## src/rtl/cb_op_sequencer.sv

```systemverilog
// CB-prefix op sequencer: issues ALU, register write-back and (HL) read-modify-write
// commands for rotate/shift, BIT, RES and SET opcodes, with a memory ack timeout.
module cb_op_sequencer #(
    parameter int unsigned ACK_TIMEOUT = 255
) (
    input  logic       core_clk,
    input  logic       reset_n,
    input  logic       start,
    input  logic [7:0] opcode,
    input  logic [7:0] mem_rdata,
    input  logic       mem_ack,
    output logic       busy,
    output logic       done,
    output logic       err,
    output logic [4:0] alu_op,
    output logic [2:0] bit_idx,
    output logic [2:0] src_reg,
    output logic       src_mem,
    output logic [7:0] operand_q,
    output logic       alu_out_wr,
    output logic       reg_wr,
    output logic       mem_rd_req,
    output logic       mem_wr_req
);

    typedef enum logic [2:0] {
        StIdle,
        StMrd,
        StExec,
        StRwb,
        StMwr,
        StDone
    } state_e;

    localparam bit         TimeoutEn   = (ACK_TIMEOUT != 0);
    localparam logic [7:0] TimeoutLast = 8'(ACK_TIMEOUT - 1);

    state_e     state_q, state_d;
    logic [7:0] opcode_q, opcode_d;
    logic [4:0] alu_op_q, alu_op_d;
    logic [7:0] operand_d;
    logic [7:0] cnt_q, cnt_d;
    logic       err_q, err_d;
    logic       src_mem_q, src_mem_d;
    logic [4:0] start_alu_op;
    logic       op_is_hl;
    logic       op_is_bit;
    logic       ack_timeout;

    assign op_is_hl  = (opcode_q[2:0] == 3'b110);
    assign op_is_bit = (opcode_q[7:6] == 2'b01);
    // An ack arriving in the last allowed request cycle still completes the transfer.
    assign ack_timeout = TimeoutEn && !mem_ack && (cnt_q == TimeoutLast);

    always_comb begin
        start_alu_op = 5'b01000;
        unique case (opcode[7:6])
            2'b00: begin
                unique case (opcode[5:3])
                    3'd0: start_alu_op = 5'b10010;
                    3'd1: start_alu_op = 5'b10011;
                    3'd2: start_alu_op = 5'b01001;
                    3'd3: start_alu_op = 5'b10100;
                    3'd4: start_alu_op = 5'b10101;
                    3'd5: start_alu_op = 5'b10110;
                    3'd6: start_alu_op = 5'b01101;
                    3'd7: start_alu_op = 5'b10111;
                endcase
            end
            2'b01: start_alu_op = 5'b01000;
            2'b10: start_alu_op = 5'b01111;
            2'b11: start_alu_op = 5'b10001;
        endcase
    end

    always_comb begin
        state_d   = state_q;
        opcode_d  = opcode_q;
        alu_op_d  = alu_op_q;
        operand_d = operand_q;
        cnt_d     = cnt_q;
        err_d     = err_q;
        src_mem_d = src_mem_q;
        unique case (state_q)
            StIdle: begin
                if (start) begin
                    opcode_d = opcode;
                    alu_op_d = start_alu_op;
                    err_d    = 1'b0;
                    cnt_d    = '0;
                    state_d  = (opcode[2:0] == 3'b110) ? StMrd : StExec;
                end
            end
            StMrd: begin
                if (mem_ack) begin
                    operand_d = mem_rdata;
                    src_mem_d = 1'b1;
                    state_d   = StExec;
                end else if (ack_timeout) begin
                    err_d   = 1'b1;
                    state_d = StDone;
                end else begin
                    cnt_d = cnt_q + 8'd1;
                end
            end
            StExec: begin
                cnt_d = '0;
                if (op_is_bit) begin
                    state_d = StDone;
                end else if (op_is_hl) begin
                    state_d = StMwr;
                end else begin
                    state_d = StRwb;
                end
            end
            StRwb: state_d = StDone;
            StMwr: begin
                if (mem_ack) begin
                    state_d = StDone;
                end else if (ack_timeout) begin
                    err_d   = 1'b1;
                    state_d = StDone;
                end else begin
                    cnt_d = cnt_q + 8'd1;
                end
            end
            StDone: begin
                src_mem_d = 1'b0;
                state_d   = StIdle;
            end
            default: state_d = StIdle;
        endcase
    end

    always_ff @(posedge core_clk or negedge reset_n) begin
        if (!reset_n) begin
            state_q   <= StIdle;
            opcode_q  <= '0;
            alu_op_q  <= '0;
            operand_q <= '0;
            cnt_q     <= '0;
            err_q     <= 1'b0;
            src_mem_q <= 1'b0;
        end else begin
            state_q   <= state_d;
            opcode_q  <= opcode_d;
            alu_op_q  <= alu_op_d;
            operand_q <= operand_d;
            cnt_q     <= cnt_d;
            err_q     <= err_d;
            src_mem_q <= src_mem_d;
        end
    end

    assign busy       = (state_q != StIdle);
    assign done       = (state_q == StDone);
    assign err        = err_q;
    assign alu_op     = alu_op_q;
    assign bit_idx    = opcode_q[5:3];
    assign src_reg    = opcode_q[2:0];
    assign src_mem    = src_mem_q;
    assign alu_out_wr = (state_q == StExec);
    assign reg_wr     = (state_q == StRwb);
    assign mem_rd_req = (state_q == StMrd);
    assign mem_wr_req = (state_q == StMwr);

endmodule

```

## config.mk

```make
export PLATFORM = sky130hd
export DESIGN_NAME = cb_op_sequencer
export DESIGN_NICKNAME = d
export VERILOG_FILES = /design/src/rtl/cb_op_sequencer.sv
export SDC_FILE = /design/constraint.sdc
export NUM_CORES = 1
export LEC_CHECK = 0
export BUFFER_PORTS_ARGS = -buffer_cell sky130_fd_sc_hd__buf_2
export CORE_MARGIN = 5
export CORE_UTILIZATION = 30
export DETAILED_ROUTE_END_ITERATION = 8
export PLACE_DENSITY = 0.6
export SKIP_CTS_REPAIR_TIMING = 1
export SYNTH_ARGS = -nofsm -noshare
export SYNTH_HDL_FRONTEND = slang
export SYNTH_SLANG_ARGS = --single-unit
export TNS_END_PERCENT = 5
```

## constraint.sdc

```tcl
create_clock -name core_clk -period 1.65 [get_ports core_clk]
set_input_delay 0.0825 -clock core_clk [delete_from_list [all_inputs] [get_ports core_clk]]
set_output_delay 0.0825 -clock core_clk [all_outputs]
set_load 0.005 [all_outputs]
```

==> reports/results.ini <==
[status]
status = finished, final reports clean

[setup_path]
required_ns = 1.82
endpoint_kind = flip-flop
critPathSlowestCell = dfrtp_1
critical_path.cell_chain = buf_4 -> nor4bb_4 -> buf_4 -> mux2_2
critical_path_peak_fanout = 9
crit_type = reg -> reg
cp-start-kind = flip-flop
max_stage_delay_ns = 0.42
crit_path_frequent_cell = buf_4
worstPathArrival_ns = 1.74

[sta]
fin_skew_ns = 0.00331
holdWs_ns = 0.0240
fin_setup_tns_ns = 0
finalSetupViolCount = 0
fin_crit_sh_pct = 95.2
drv_slew = 0
rsz0062_at_grt = true
max_freq_ghz = 0.636
worstMarginPinSlew_ns = 0.757
max-slew-margin-rel_pct = 49.5
fin_crit_ns = 1.57
hold_violations = 0

[cts]
clk_pin_slew_ns = 0.07
htreeDepth = 2
cts_buffer_depth = 2
cts.sinks = 34
cts_tree = yes
cts-root-buf = clkbuf_8
cts_buffers = 5
insertion_delay_ns = 0.29

[final_layout]
drive_above_1_share_pct = 35.8
antenna_cells = 0
syn2layout_area_growth_pct = 26.0
layout_common_cells = buf_2, dfrtp_1, nand2_1, buf_4, nor2_1
fin_util_pct = 39.5
design_area_sq_um = 2370
final_nets = 274
layout.cells.non_filler = 321
final_common_cell = buf_2

[die]
ios = 47
die_x_um = 89.1
rows = 28
coreArea_sq_um = 5990
start_util_pct = 31.4
die_h_um = 89.1
dieArea_sq_um = 7950

[global_routing]
grt-ovfl-total = 0
grt_max_degree = 35
antenna_found_initial = 0
first_global_vias = 1511
grt_first_pass_wirelength_mm = 6.87
grt_use_total_pct = 11.0

[synthesis]
synth-edff-count = 0
synthDistinctLibCells = 43
yosysWarningCount = 0
syn_inst = 191
syn_avg_cell_area_sq_um = 9.84
yosys_register_bits = 34
synth_ff_type = dfrtp_1
ys_seq_area_share_pct = 45.3
ys_async_sr_fraction_pct = 100
synth_fp_nets = 220
netlist_area_sq_um = 1880

[placed_design]
placed_cells = 312
dpl_cell_area_sq_um = 2240
port_buffers = 46
place_congestion = 0.851
dp_hpwl_mm = 3.31

[routing]
route.final.wire_length_mm = 4.18
antenna_left = 0
drcViolationCount = 0
vias_per_cell = 4.82
first_iter_violations = 66
wl_per_cell_um = 13.0
dr.pass1.iters = 4
vias = 1547

[pwr]
powerDensity_nw_per_um2 = 1550
power_leakage_nw = 1.11
vdd_drop_max_uv = 577

[min_path]
hp-class = in -> reg

[run]
cap_violations = 0

## final cells by class
cell class / count / area (sq um)
Clock buffer: 6 / 82.6
Clock inverter: 2 / 12.5
Fill cell: 608 / 3620
Inverter: 12 / 45.0
Multi-Input combinational cell: 130 / 931
Sequential cell: 34 / 851
Tap cell: 75 / 93.8
Timing Repair Buffer: 62 / 353
## flip-flops by register name, summed over array words and instances, names as in the netlist
name,count
cnt_q,8
err,1
operand_q,8
state_q,3
opcode_q,8
src_mem,1
alu_op,5
## critical path, delay by kind of cell (launching register included)
kind          cells  cell delay (ns)
mux               1             0.34
buf+inv           2             0.40
simple gates      1             0.29
flops             1             0.42
## power breakdown
part | internal (mW) | switching [mW]
sequential | 1.16 | 0.200
combinational | 0.852 | 0.810
clock | 0.335 | 0.310
## Yosys cell counts (4+ instances only)
| cell | n | area, sq um |
|---|---|---|
| nor3_1 | 6 | 30.0 |
| buf_4 | 6 | 45.0 |
| o211ai_1 | 6 | 45.0 |
| dfrtp_1 | 34 | 851 |
| nor2_1 | 14 | 52.6 |
| inv_1 | 12 | 45.0 |
| a21oi_1 | 5 | 25.0 |
| mux2i_1 | 4 | 40.0 |
| nand2_1 | 20 | 75.1 |
| clkbuf_1 | 6 | 22.5 |
| ha_1 | 9 | 113 |
| o21ai_0 | 14 | 70.1 |
| mux2_2 | 13 | 146 |
## path summary, 6_finish.rpt
check,slack (ns),start,endpoint,cells after the start
setup / recovery,0.08,state_q[2]$_DFFE_PN0N_,operand_q[1]$_DFFE_PN0P_,4
setup reg to reg,0.08,state_q[2]$_DFFE_PN0N_,operand_q[1]$_DFFE_PN0P_,4
min in group asynchronous,0.40,reset_n,cnt_q[0]$_DFFE_PN0P_,2
max in group asynchronous,0.76,reset_n,operand_q[4]$_DFFE_PN0P_,2
hold / removal,0.02,mem_rdata[0],operand_q[0]$_DFFE_PN0P_,2
hold reg to reg,0.48,opcode_q[6]$_DFFE_PN0P_,opcode_q[6]$_DFFE_PN0P_,2
## per-stage QoR
stage / worst slack (ns) / power (mW)
6_report: 0.0788 / 3.67
5_1_grt: 0.00217 / 3.96
4_1_cts: -0.0178 / 3.69
3_5_place_dp: 0.00405 / 3.03
3_3_place_gp: 0.0487 / 3.02
2_1_floorplan: 0.0824 / 2.37
## routing by layer
metal	vias up	wire length, um	track usage, %
li1	779	-	-
met3	4	242	3.59
met1	731	1890	13.1
met5	-	0	0
met2	33	2000	18.8
met4	0	47	3.25
## kinds of logic (layout without fill, tap and decap cells)
| logic type | Yosys count | count (layout) | share of synthesized area, % |
|---|---|---|---|
| AND/OR/NAND/NOR | 61 | 61 | 17.0 |
| AO/OA/AOI/OAI | 41 | 41 | 14.0 |
| flip-flops | 34 | 34 | 45.3 |
| buffers and inverters | 27 | 82 | 6.72 |
| multiplexers | 17 | 17 | 9.92 |
| adder cells (fa/ha/maj) | 10 | 10 | 6.52 |
| XOR/XNOR | 1 | 1 | 0.466 |
(Power assumes the default switching activity.)
